--- config.mk ---
export PLATFORM = sky130hd
export DESIGN_NAME = fifo_wr_arbiter
export DESIGN_NICKNAME = d
export VERILOG_FILES = /design/src/rtl/fifo_wr_arbiter.sv
export SDC_FILE = /design/constraint.sdc
export NUM_CORES = 1
export LEC_CHECK = 0
export CORE_UTILIZATION = 28
export CTS_BUF_LIST = sky130_fd_sc_hd__clkbuf_2 sky130_fd_sc_hd__clkbuf_4 sky130_fd_sc_hd__clkbuf_8
export CTS_CLUSTER_SIZE = 8
export DETAILED_ROUTE_END_ITERATION = 6
export PLACE_DENSITY_LB_ADDON = 0.3
export SLEW_MARGIN = 10
export SYNTH_ARGS = -nofsm -noshare
export SYNTH_HDL_FRONTEND = slang
export SYNTH_SLANG_ARGS = --single-unit
--- constraint.sdc ---
create_clock -name clk -period 1.7 [get_ports clk]
set_input_delay 0.34 -clock clk [delete_from_list [all_inputs] [get_ports clk]]
set_output_delay 0.34 -clock clk [all_outputs]
set_load 0.01 [all_outputs]
--- src/rtl/fifo_wr_arbiter.sv ---
// -----------------------------------------------------------------------------
// fifo_wr_arbiter
//
// Round-robin write arbiter that lets two producers share the single packed
// write port of the FIFO controller. Each push carries two DATA_WIDTH slots,
// so a push is only allowed while the FIFO has at least two free slots.
// A grant tenure ends after MAX_BURST accepted pushes, or as soon as the owner
// drops valid, so neither producer can starve the other.
//
// Optional feature macro: FIFO_WR_ARB_STATS_EN
//   When defined, the block adds per-requester accept counters and a stall
//   counter (all 16-bit, saturating) plus a synchronous clear input.
//
// Ports
//   clk            clock, all state on the rising edge
//   reset          asynchronous, active-high reset
//   req0_valid     producer 0 has a word
//   req0_data      producer 0 word (2*DATA_WIDTH)
//   req0_ready     producer 0 word taken this cycle when valid & ready
//   req1_valid     producer 1 has a word
//   req1_data      producer 1 word (2*DATA_WIDTH)
//   req1_ready     producer 1 word taken this cycle when valid & ready
//   fifo_full      FIFO controller is full
//   fifo_one_left  FIFO controller has exactly one free slot
//   fifo_wr        push strobe to the FIFO controller
//   fifo_wdata     pushed word; low half lands in the first slot
//   grant          one-hot current owner {G1, G0}; 2'b00 when idle
//   stats_clr      (stats only) synchronous clear of all counters
//   acc0_cnt       (stats only) accepted pushes from producer 0
//   acc1_cnt       (stats only) accepted pushes from producer 1
//   stall_cnt      (stats only) cycles with owner valid but no FIFO space
// -----------------------------------------------------------------------------
module fifo_wr_arbiter #(
  parameter int DATA_WIDTH = 8,
  parameter int MAX_BURST  = 4
) (
  input  logic                    clk,
  input  logic                    reset,
  input  logic                    req0_valid,
  input  logic [2*DATA_WIDTH-1:0] req0_data,
  output logic                    req0_ready,
  input  logic                    req1_valid,
  input  logic [2*DATA_WIDTH-1:0] req1_data,
  output logic                    req1_ready,
  input  logic                    fifo_full,
  input  logic                    fifo_one_left,
  output logic                    fifo_wr,
  output logic [2*DATA_WIDTH-1:0] fifo_wdata,
  output logic [1:0]              grant
`ifdef FIFO_WR_ARB_STATS_EN
  ,
  input  logic                    stats_clr,
  output logic [15:0]             acc0_cnt,
  output logic [15:0]             acc1_cnt,
  output logic [15:0]             stall_cnt
`endif
);

  localparam int CW = $clog2(MAX_BURST + 1);
  localparam logic [CW-1:0] BURST_MAX = CW'(MAX_BURST);

  localparam logic [1:0] IDLE = 2'd0;
  localparam logic [1:0] G0   = 2'd1;
  localparam logic [1:0] G1   = 2'd2;

  logic [1:0]    state, state_nxt;
  logic [CW-1:0] burst_cnt, burst_nxt, cnt_inc;
  logic          last_served, last_nxt;

  logic          space;
  logic          in_g0, in_g1;
  logic          own_vld, oth_vld;
  logic          accept;
  logic          rel;

  // A push writes two slots, so one free slot is as good as none.
  assign space   = ~fifo_full & ~fifo_one_left;

  assign in_g0   = (state == G0);
  assign in_g1   = (state == G1);

  assign own_vld = (in_g0 & req0_valid) | (in_g1 & req1_valid);
  assign oth_vld = (in_g0 & req1_valid) | (in_g1 & req0_valid);

  assign accept  = own_vld & space;
  assign cnt_inc = burst_cnt + 1'b1;

  // Tenure ends on the last allowed push of the burst, or when the owner has
  // nothing to send. A space stall keeps the grant and the count.
  assign rel     = (in_g0 | in_g1) &
                   (~own_vld | (accept & (cnt_inc == BURST_MAX)));

  // Outputs are pure decodes of the registered state, so reset clears them
  // in the same cycle it is asserted.
  assign grant      = {in_g1, in_g0};
  assign req0_ready = in_g0 & space;
  assign req1_ready = in_g1 & space;
  assign fifo_wr    = accept;
  assign fifo_wdata = in_g0 ? req0_data :
                      in_g1 ? req1_data : '0;

  always_comb begin
    state_nxt = state;
    burst_nxt = burst_cnt;
    last_nxt  = last_served;
    case (state)
      IDLE: begin
        // Grants from IDLE only take effect next cycle; nothing is pushed here.
        if (req0_valid & req1_valid)
          state_nxt = last_served ? G0 : G1;
        else if (req0_valid)
          state_nxt = G0;
        else if (req1_valid)
          state_nxt = G1;
      end
      G0, G1: begin
        if (rel) begin
          last_nxt  = in_g1;
          burst_nxt = '0;
          // Other side first; otherwise the owner starts a fresh tenure
          // without passing through IDLE, keeping the port busy.
          if (oth_vld)
            state_nxt = in_g0 ? G1 : G0;
          else if (own_vld)
            state_nxt = state;
          else
            state_nxt = IDLE;
        end else if (accept) begin
          burst_nxt = cnt_inc;
        end
      end
      default: begin
        state_nxt = IDLE;
        burst_nxt = '0;
      end
    endcase
  end

  always_ff @(posedge clk or posedge reset) begin
    if (reset) begin
      state       <= IDLE;
      burst_cnt   <= '0;
      last_served <= 1'b1;  // producer 0 wins the first contested grant
    end else begin
      state       <= state_nxt;
      burst_cnt   <= burst_nxt;
      last_served <= last_nxt;
    end
  end

`ifdef FIFO_WR_ARB_STATS_EN
  logic stall;
  assign stall = own_vld & ~space;

  // Saturating counters; clear has priority over any increment.
  always_ff @(posedge clk or posedge reset) begin
    if (reset) begin
      acc0_cnt  <= '0;
      acc1_cnt  <= '0;
      stall_cnt <= '0;
    end else if (stats_clr) begin
      acc0_cnt  <= '0;
      acc1_cnt  <= '0;
      stall_cnt <= '0;
    end else begin
      if (accept & in_g0 & (acc0_cnt != 16'hFFFF))
        acc0_cnt <= acc0_cnt + 16'd1;
      if (accept & in_g1 & (acc1_cnt != 16'hFFFF))
        acc1_cnt <= acc1_cnt + 16'd1;
      if (stall & (stall_cnt != 16'hFFFF))
        stall_cnt <= stall_cnt + 16'd1;
    end
  end
`endif

endmodule

== Word-level counts from Yosys, hierarchy flattened ==
Index checks and enable logic that the tools add are counted.

* Register bits after elaboration: 6
* Output and inout bits: 21
* Word-level logic and storage cells: 49

* $add $sub $neg: 1
* Equal/unequal tests: 7
* Multiplexer cells: 14
* Bitwise logic cells: 19
* Reductions and logical operators: 5

{| class="wikitable"
|+ Operators by type and width
! operator !! count
|-
| 2-to-1 mux 16 bit || 2
|-
| 2-to-1 mux 2 bit || 8
|-
| AND 1 bit || 11
|-
| 2-to-1 mux 3 bit || 2
|-
| != test 3 bit, second input constant || 2
|-
| one-hot mux 3 bit (2 select lines) || 1
|-
| != test 4 bit, second input constant || 1
|-
| NOT 1 bit || 4
|-
| OR 1 bit || 4
|-
| one-hot mux 2 bit (2 select lines) || 1
|-
| AND reduction 2 bit || 2
|-
| adder 3 x 1 -> 3 bit, second input constant || 1
|-
| equality test 3 bit, second input constant || 1
|-
| AND reduction 3 bit || 1
|-
| equality test 2 x 1 -> 1 bit, second input constant || 1
|-
| equality test 2 bit, second input constant || 1
|-
| zero test 2 bit || 1
|-
| != test 2 bit, second input constant || 1
|-
| OR reduction 2 bit || 1
|}

== Logic depth before layout (Yosys ltp) ==
Gate-level depths: netlist of the first run.

* Depth in word-level cells: 9
* Mapped depth: 6
* Depth with buffers taken out: 6

== Least setup slack after synthesis of the first run ==
Ideal clock, no wire load.

* Path type: register to output
* Start point: register state[0]
* End point: output port fifo_wdata[10]
* Arrival: 1.438 ns
* Data required time: 1.360 ns
* Setup slack: -0.078 ns
* Stages on the path, launching flop included: 6
* Buffers on the path: 1
* Cell sequence: dfrtp_1 inv_1 ha_1 nor2b_1 buf_2 a22o_1

* Longest elaborated chain between the ends: 3

{| class="wikitable"
|+ Ends and longest elaborated chain
! item !! RTL line !! source
|-
| from (decl) || 66 || <nowiki>logic [1:0] state, state_nxt;</nowiki>
|-
| from (signal assigned) || 145 || <nowiki>state <= state_nxt;</nowiki>
|-
| equality test 2 bit || 80 || <nowiki>assign in_g1 = (state == G1);</nowiki>
|-
| via in_g1 || 71 || <nowiki>logic in_g0, in_g1;</nowiki>
|-
| 2-to-1 mux 16 bit || 100 || <nowiki>in_g1 ? req1_data : '0;</nowiki>
|-
| 2-to-1 mux 16 bit || 99 || <nowiki>assign fifo_wdata = in_g0 ? req0_data :</nowiki>
|-
| to (decl) || 48 || <nowiki>output logic [2*DATA_WIDTH-1:0] fifo_wdata,</nowiki>
|}

The timed path passes the listed nets, and every way through them passes these cells.

== Worst setup path after layout of the first run ==
* Start point: register state[1]
* End point: register state[1]

* Longest elaborated chain between the ends: 9

{| class="wikitable"
|+ Ends and longest elaborated chain
! item !! RTL line !! source
|-
| equality test 2 x 1 -> 1 bit / equality test 2 bit (equally long branches) || 79, 106, 80 ||
|-
| AND 1 bit || 82 || <nowiki>assign own_vld = (in_g0 & req0_valid) | (in_g1 & req1_valid);</nowiki>
|-
| OR 1 bit || 82 ||
|-
| AND 1 bit || 85 || <nowiki>assign accept = own_vld & space;</nowiki>
|-
| AND 1 bit || 91 || <nowiki>(~own_vld | (accept & (cnt_inc == BURST_MAX)));</nowiki>
|-
| OR 1 bit || 91 ||
|-
| AND 1 bit || 90 || <nowiki>assign rel = (in_g0 | in_g1) &</nowiki>
|-
| != test 2 bit (no source line) || -- ||
|-
| AND reduction 3 bit (no source line) || -- ||
|}

Several ways; a longest one is shown, not always the timed one. The select of a mux whose other input is x is not followed.
A chain may end at the register's enable or synchronous reset.

==> results of run 1 <==
==> cell type report <==
class / instances / area (µm²) / area share
Sequential cell: 6 / 154 / 0.109
Timing Repair Buffer: 77 / 644 / 0.457
Multi-Input combinational cell: 54 / 514 / 0.365
Tap cell: 27 / 33.8 / 0.0240
Inverter: 9 / 33.8 / 0.0240
Clock buffer: 4 / 30.0 / 0.0213
==> synth_stat cells (all sizes together) <==
cell type / n / area [µm²]
nand4b: 1 / 8.76
nor2: 3 / 13.8
mux2i: 1 / 10.0
a22o: 15 / 140
inv: 9 / 33.8
dfstp: 1 / 26.3
clkbuf: 1 / 3.75
a32o: 1 / 10.0
and2: 2 / 12.5
mux2: 3 / 33.8
nand3: 3 / 15.0
a21oi: 4 / 20.0
a22oi: 1 / 12.5
buf: 4 / 25.0
o22ai: 2 / 12.5
o21ai: 3 / 15.0
o211ai: 1 / 7.51
ha: 6 / 75.1
nand2: 4 / 15.0
nor2b: 4 / 25.0
dfrtp: 5 / 125
==> worst max path at each step <==
stage,start,to,slack [ns]
after floorplan,state[1],fifo_wdata[10],0.02
after global placement,req0_valid,fifo_wr,-0.23
after detailed placement,fifo_one_left,fifo_wr,-0.25
after CTS,state[0],state[0],-0.16
after global routing,state[1],state[1],-0.21
final,state[1],state[1],-0.12
==> sequential cells by signal (all words and copies together) (netlist names) <==
signal	flops
burst_cnt	3
state	2
last_served	1
==> power breakdown <==
part | internal (W) | total [W] | switching [W]
Clock | 0.000105 | 0.000153 | 0.0000484
Combinational | 0.000757 | 0.00137 | 0.000609
Sequential | 0.000189 | 0.000229 | 0.0000402
Total | 0.00105 | 0.00175 | 0.000698
==> stage by stage <==
step           power [W]  hold WS [ns]
6_report         0.00175         0.308
5_1_grt          0.00186         0.332
4_1_cts          0.00163         0.304
3_5_place_dp     0.00150         0.497
3_3_place_gp     0.00146         0.466
2_1_floorplan   0.000844         0.130
==> routing by layer <==
metal	vias to the layer above	track usage	routed length, µm
li1	421	-	-
met1	404	0.223	1050
met2	39	0.383	1450
met3	0	0.0401	171
met4	0	0.0714	0
met5	-	0	0
==> cell families after synthesis <==
family	Yosys count
DFF	6
buffers and inverters	14
and+or+nand+nor	17
adders and majority gates	6
muxes	4
AOI/OAI and AO/OA	27
==> repair_timing <==
action / CTS / global route
gates resized for setup: 96 / 14
endpoints found under the setup margin: 27 / 27
buffers inserted: 1 / 2
pin swaps: 8 / 9
hold endpoints to repair: 0 / 0
==> worst reg2reg max path: stages (launching register included) <==
cell,delay (ns)
dfrtp_2,0.40
inv_2,0.07
ha_4,0.18
buf_6,0.12
a22oi_2,0.20
buf_4,0.16
nor2b_2,0.04
a32o_2,0.24
mux2_4,0.30
==> impl_metrics.csv, run 1 <==
group,metric,value,unit
timing,setup_violations,21,
floorplan,initial_core_util,0.311,
cells_and_area,utilization,0.684,
cells_and_area,mostFrequentLayoutCells,"clkdlybuf4s50_1, buf_2, a22o_1",
outcome,violations,"negative setup slack",
grt,grt_max_degree,16,
setup_path,path_class,"flop to flop",
setup_path,required,1.82,ns
setup_path,critPathTopFamily,"compound AO/OA/AOI/OAI gates",
detailed_routing,routed_wl,2.67,mm
setup_path,critical_path.startpoint_type,"flop",
placement,dp.cells,170,
timing,worstMarginPinSlew,0.252,ns
setup_path,path_cells,"inv_2, ha_4, buf_6, a22oi_2, buf_4, nor2b_2, a32o_2, mux2_4",
synthesis,synth-simple-area-share,0.141,
power_and_ir_drop,power_leakage,0.676,nW
placement,place_congestion,0.819,
synthesis,yosysSeqAreaShare,0.236,
flow_run,cap_viol_max_count,0,
power_and_ir_drop,p_per_area,1240,mW/mm²
clock_tree,cts_hold_buf,0,
floorplan,die-area,0.00248,mm²
placement,dpl_cell_area,0.00135,mm²
clock_tree,htreeDepth,1,
floorplan,std_cell_rows,16,
timing,post-route-period-util,1.07,
cells_and_area,nets,195,
synthesis,yosys.area_share.adder,0.117,
timing,tns,-1.39,ns
synthesis,yosys_register_bits,6,
setup_path,crit_fanout,3,
placement,hpwlAfterDp,1.85,mm
cells_and_area,diodes,0,
detailed_routing,drc_errors,0,
detailed_routing,postRouteAntennaNets,0,
synthesis,synth_top_family_by_area,"compound AO/OA/AOI/OAI gates",
outcome,run_status,"finished, violations left",
detailed_routing,avgRoutedWirePerCell,15.1,µm
grt,grt_pass1_vias,818,
grt,groute.usage.overall,0.204,
setup_path,crit_path_max_incr_delay,0.40,ns
setup_path,reg2reg_depth,8,
clock_tree,cts_buffers,3,
synthesis,netlist_area,641,µm²
synthesis,yosysUniqueCellTypes,25,
synthesis,synthCells,74,
cells_and_area,fillers,167,
grt,antenna_found_initial,0,
min_path,hp-class,"input pin to async pin",
cells_and_area,final_cell_count_no_fill,177,
timing,fin_ws,-0.120,ns
timing,slew_headroom,0.832,
clock_tree,clk-insertion-delay-late,0.24,ns
timing,finalHoldViolations,0,
setup_path,cp_slowest_cell,"dfrtp_2",
synthesis,synth-compound-area-share,0.340,
timing,rsz0062_at_grt,"true",
timing,finalClockSkew,0.00486,ns
setup_path,cp.arrival,1.94,ns
floorplan,die_y,49.8,µm
clock_tree,clockBufferDepth,2,
synthesis,avgSynthCellArea,8.66,µm²
cells_and_area,fin_area,0.00141,mm²
placement,place_ws,-0.254,ns
cells_and_area,drive_above_1_share,0.440,
clock_tree,clkSinkCount,6,
setup_path,path_buf_inv,3,
cells_and_area,syn_to_final_growth,120,%
clock_tree,clockRootBuffer,"clkbuf_4",
setup_path,worst-path-stages,8,
detailed_routing,dr.pass1.iters,4,
floorplan,core_area,0.00206,mm²
detailed_routing,vias_per_cell,4.88,
floorplan,io_pins,59,
setup_path,reg2reg_to,"state[1]",
power_and_ir_drop,ir_drop,879,µV
setup_path,end_kind,"flop",
clock_tree,clkTransAtPathRegs,0.05,ns
cells_and_area,final_common_cell,"clkdlybuf4s50_1",
synthesis,synth-warning-count,0,
placement,portBuffers,58,
setup_path,ff2ff_setup_slack,-0.12,ns
detailed_routing,routed-via-count,864,
floorplan,die_width,49.8,µm
synthesis,synth-xor-area-share,0,
timing,clock.fmax,549,MHz
detailed_routing,first_iter_violations,9,
grt,overflow,0,
timing,drv_slew,0,
clock_tree,tritoncts,"done",
synthesis,synth_mux_area_frac,0.0684,
timing,period_minus_slack,1.82,ns
synthesis,syn_nets,118,
grt,grt_pass1_wl,3.86,mm
setup_path,worstReg2RegStart,"state[1]",
(Power assumes the default switching activity.)
==> run 2: changes to the inputs <==
Settings changed: CORE_ASPECT_RATIO set to 0.9, CTS_CLUSTER_SIZE 8 to 24, HOLD_SLACK_MARGIN set to 0.03.
==> impl_metrics.csv, run 2 (synthesized netlist as in run 1, its figures left out) <==
group,metric,value,unit
detailed_routing,dr.pass1.iters,4,
timing,setup_violations,24,
placement,place_ws,-0.305,ns
timing,post-route-period-util,1.11,
detailed_routing,first_iter_violations,10,
outcome,run_status,"finished, violations left",
timing,finalClockSkew,0.00674,ns
cells_and_area,largest-register,"burst_cnt",
cells_and_area,utilization,0.664,
setup_path,cp.arrival,2.01,ns
power_and_ir_drop,ir_drop,1050,µV
clock_tree,clk-insertion-delay-late,0.25,ns
floorplan,std_cell_rows,16,
grt,grt_pass1_wl,3.33,mm
floorplan,initial_core_util,0.296,
setup_path,end_kind,"flop",
clock_tree,clockRootBuffer,"clkbuf_4",
cells_and_area,reg_top3,"burst_cnt: 3 flops, state: 2 flops, last_served: 1 flops",
placement,dp.cells,167,
power_and_ir_drop,power_leakage,0.682,nW
clock_tree,tritoncts,"done",
timing,slew_headroom,0.844,
grt,grt_pass1_vias,758,
floorplan,die_width,52.4,µm
flow_run,cap_viol_max_count,0,
cells_and_area,largest_reg_flops,3,
grt,overflow,0,
timing,period_minus_slack,1.89,ns
timing,fin_ws,-0.187,ns
clock_tree,htreeDepth,1,
cells_and_area,nets,198,
timing,clock.fmax,530,MHz
floorplan,io_pins,59,
cells_and_area,syn_to_final_growth,124,%
min_path,hp-class,"input pin to async pin",
cells_and_area,final_common_cell,"clkdlybuf4s50_1",
floorplan,core_area,0.00216,mm²
placement,hpwlAfterDp,1.80,mm
grt,grt_max_degree,15,
placement,place_congestion,0.788,
detailed_routing,routed-via-count,853,
timing,finalHoldViolations,0,
cells_and_area,drive_above_1_share,0.431,
cells_and_area,mostFrequentLayoutCells,"clkdlybuf4s50_1, buf_2, buf_4",
placement,portBuffers,58,
floorplan,die-area,0.00248,mm²
clock_tree,cts_buffers,3,
cells_and_area,fillers,180,
cells_and_area,final_cell_count_no_fill,180,
power_and_ir_drop,p_per_area,1270,mW/mm²
timing,worstMarginPinSlew,0.234,ns
detailed_routing,avgRoutedWirePerCell,13.2,µm
clock_tree,clkTransAtPathRegs,0.05,ns
setup_path,path_class,"flop to flop",
detailed_routing,postRouteAntennaNets,0,
setup_path,required,1.82,ns
setup_path,crit_fanout,4,
floorplan,die_y,47.4,µm
detailed_routing,drc_errors,0,
clock_tree,cts_hold_buf,0,
clock_tree,clockBufferDepth,2,
detailed_routing,vias_per_cell,4.74,
timing,drv_slew,0,
clock_tree,clkSinkCount,6,
grt,groute.usage.overall,0.180,
outcome,violations,"negative setup slack",
grt,antenna_found_initial,0,
setup_path,critical_path.startpoint_type,"flop",
timing,rsz0062_at_grt,"true",
detailed_routing,routed_wl,2.38,mm
cells_and_area,diodes,0,
## run 2: area by class of cell
class                      count  area, µm²  area share
timing repair buffer          80        691       0.481
multi-input combinational     54        494       0.344
clock buffer                   4       30.0      0.0209
sequential                     6        153       0.106
inverter                       9       33.8      0.0235
tap                           27       33.8      0.0235
## run 2: metrics by stage
stage,power (W),hold WS (ns),area (µm²),setup TNS (ns)
finish,0.00183,0.299,1440,-3.02
global route,0.00195,0.325,1440,-4.16
CTS,0.00173,0.292,1390,-2.23
detailed placement,0.00151,0.484,1340,-6.49
global placement,0.00147,0.465,1340,-5.22
floorplan,0.000844,0.130,647,0
## run 2: path summary, 6_finish.rpt
| path | start | endpoint | slack [ns] | cells after the start |
|---|---|---|---|---|
| hold / removal | reset | burst_cnt[2] | 0.30 | 2 |
| max in group asynchronous | reset | last_served | 1.14 | 2 |
| setup / recovery | state[1] | state[0] | -0.19 | 8 |
| setup reg to reg | state[1] | state[0] | -0.19 | 8 |
| min in group clk | burst_cnt[0] | burst_cnt[0] | 0.48 | 1 |
| hold reg to reg | burst_cnt[0] | burst_cnt[0] | 0.48 | 1 |
## run 2: power breakdown
part	switching (W)	internal [W]	leakage, nW
Combinational	0.000606	0.000841	0.587
Sequential	0.0000391	0.000186	0.0765
Clock	0.0000515	0.000105	0.0184
## run 2: layer usage
metal,vias up,part of all wire,wire [µm],GRT usage
met5,-,0,0,0
li1,426,-,-,-
met4,0,0.0042,10,0.0474
met3,2,0.091,218,0.0194
met1,387,0.41,981,0.211
met2,38,0.49,1170,0.349
## run 2: worst max-delay path, cell delays in order, from the launching register on
cell and delay (ns):
dfrtp_1 0.41, inv_2 0.08, ha_4 0.19, buf_6 0.12, a22oi_2 0.22, buf_4 0.16
nor2b_2 0.04, a32o_2 0.24, mux2_4 0.30
## run 2: repair_timing
| item | CTS | global route |
|---|---|---|
| setup endpoints to repair | 27 | 25 |
| cloned | 1 | 0 |
| pin swaps | 1 | 4 |
| gates resized for setup | 100 | 6 |
| buffers inserted | 4 | 6 |
==> run 3: changes to the inputs <==
Settings changed: CORE_MARGIN set to 1, GPL_TIMING_DRIVEN set to 0.
==> impl_metrics.csv, run 3 (synthesized netlist as in run 1, its figures left out) <==
group,metric,value,unit
outcome,run_status,"finished, violations left",
outcome,violations,"negative setup slack",
grt,groute.usage.overall,0.197,
clock_tree,tritoncts,"done",
timing,rsz0062_at_grt,"true",
power_and_ir_drop,p_per_area,1250,mW/mm²
cells_and_area,mostFrequentLayoutCells,"clkdlybuf4s50_1, buf_2, a22o_1",
setup_path,ff2ff_setup_slack,-0.13,ns
setup_path,cp_slowest_cell,"dfrtp_2",
detailed_routing,first_iter_violations,8,
setup_path,startpoint,"state[1]",
cells_and_area,final_cell_count_no_fill,174,
setup_path,path_cells,"inv_2, ha_4, buf_4, a22oi_2, buf_4, nor2b_2, a32o_2, mux2_4",
detailed_routing,vias_per_cell,4.91,
grt,grt_pass1_wl,3.51,mm
detailed_routing,drc_errors,0,
cells_and_area,drive_above_1_share,0.401,
grt,grt_max_degree,9,
timing,fin_ws,-0.130,ns
timing,setup_violations,20,
setup_path,crit_fanout,5,
placement,place_ws,-0.676,ns
timing,post-route-period-util,1.08,
cells_and_area,fillers,197,
power_and_ir_drop,ir_drop,946,µV
cells_and_area,final_common_cell,"clkdlybuf4s50_1",
floorplan,die-area,0.00248,mm²
floorplan,std_cell_rows,16,
clock_tree,cts_buffers,3,
timing,drv_slew,0,
clock_tree,clockRootBuffer,"clkbuf_4",
floorplan,die_width,52.4,µm
clock_tree,clkSinkCount,6,
setup_path,crit_path_max_incr_delay,0.40,ns
timing,worstMarginPinSlew,0.235,ns
detailed_routing,dr.pass1.iters,4,
timing,slew_headroom,0.843,
timing,tns,-1.97,ns
detailed_routing,postRouteAntennaNets,0,
flow_run,cap_viol_max_count,0,
clock_tree,clk-insertion-delay-late,0.24,ns
setup_path,reg2reg_to,"state[0]",
clock_tree,htreeDepth,1,
detailed_routing,routed_wl,2.41,mm
detailed_routing,avgRoutedWirePerCell,13.9,µm
placement,hpwlAfterDp,1.67,mm
placement,place_congestion,0.755,
min_path,hp-class,"input pin to async pin",
setup_path,critical_path.startpoint_type,"flop",
grt,antenna_found_initial,0,
cells_and_area,reg_top3,"burst_cnt: 3 flops, state: 2 flops, last_served: 1 flops",
floorplan,die_y,47.4,µm
cells_and_area,nets,192,
timing,period_minus_slack,1.83,ns
setup_path,end_kind,"flop",
setup_path,crit_end,"state[0]",
power_and_ir_drop,p_total,0.00170,W
timing,finalClockSkew,0.00524,ns
setup_path,worstReg2RegStart,"state[1]",
cells_and_area,largest-register,"burst_cnt",
cells_and_area,largest_reg_flops,3,
cells_and_area,syn_to_final_growth,113,%
setup_path,required,1.82,ns
grt,overflow,0,
timing,clock.fmax,547,MHz
setup_path,path_class,"flop to flop",
setup_path,cp.arrival,1.95,ns
clock_tree,clkTransAtPathRegs,0.05,ns
placement,portBuffers,58,
floorplan,core_area,0.00216,mm²
cells_and_area,diodes,0,
grt,grt_pass1_vias,795,
setup_path,reg2reg_depth,8,
detailed_routing,routed-via-count,854,
floorplan,initial_core_util,0.296,
power_and_ir_drop,power_leakage,0.654,nW
floorplan,io_pins,59,
placement,dp.cells,159,
clock_tree,cts_hold_buf,0,
setup_path,cpMostUsedCell,"buf_4",
timing,finalHoldViolations,0,
clock_tree,clockBufferDepth,2,
==> run 3: cell types whose count changed in the layout (fill, tap and decap cells not counted), sizes merged <==
cell,previous run,this run
buf,41,36
clkbuf,4,5
clkdlybuf4s15,2,0
==> run 3: final cells by class <==
cell class / count / area, µm² / share of cell area
timing repair buffer: 69 / 581 / 0.426
multi-input combinational: 54 / 479 / 0.351
sequential: 6 / 154 / 0.113
buffer: 5 / 52.6 / 0.0385
inverter: 9 / 33.8 / 0.0248
tap: 27 / 33.8 / 0.0248
clock buffer: 4 / 30.0 / 0.0220
==> run 3: metal layers <==
metal	track usage	vias up	wire (µm)	part of all wire
met4	0.0947	0	14	0.0058
met1	0.201	392	928	0.38
met2	0.357	37	1150	0.48
met5	0	-	0	0
met3	0.0777	2	318	0.13
li1	-	423	-	-
==> run 3: worst min-delay path by stage <==
stage	to	from	depth (start not counted)	slack, ns
2_1_floorplan	burst_cnt[0]	reset	1	0.13
3_3_place_gp	burst_cnt[0]	burst_cnt[0]	1	0.47
3_5_place_dp	burst_cnt[0]	burst_cnt[0]	1	0.49
4_1_cts	burst_cnt[2]	reset	2	0.29
5_1_grt	burst_cnt[2]	reset	2	0.32
6_report	burst_cnt[2]	reset	2	0.30
==> run 3: worst max-delay path: cells and delay by family, from the launching register on <==
family / cells / cell delay, ns
compound gates: 2 / 0.42
flops: 1 / 0.40
buf+inv: 3 / 0.36
mux: 1 / 0.30
fa+ha+maj: 1 / 0.18
simple gates: 1 / 0.04
==> run 3: per-stage QoR <==
step | utilization | hold WS, ns | cell area (µm²)
global placement | 0.583 | 0.471 | 1260
CTS | 0.623 | 0.286 | 1350
detailed placement | 0.583 | 0.492 | 1260
floorplan | - | 0.130 | 647
finish | 0.631 | 0.298 | 1360
global route | 0.631 | 0.317 | 1360
==> run 3: what timing repair did <==
action / CTS / global route
gates cloned: 3 / 0
resized for setup: 107 / 7
pin swaps: 1 / 4
buffers inserted: 7 / 1
endpoints found under the setup margin: 23 / 25
==> run 3: report_power, final <==
part / internal (W) / leakage (nW) / switching [W]
logic: 0.000743 / 0.561 / 0.000573
clock network: 0.000105 / 0.0184 / 0.0000475
registers: 0.000189 / 0.0753 / 0.0000435
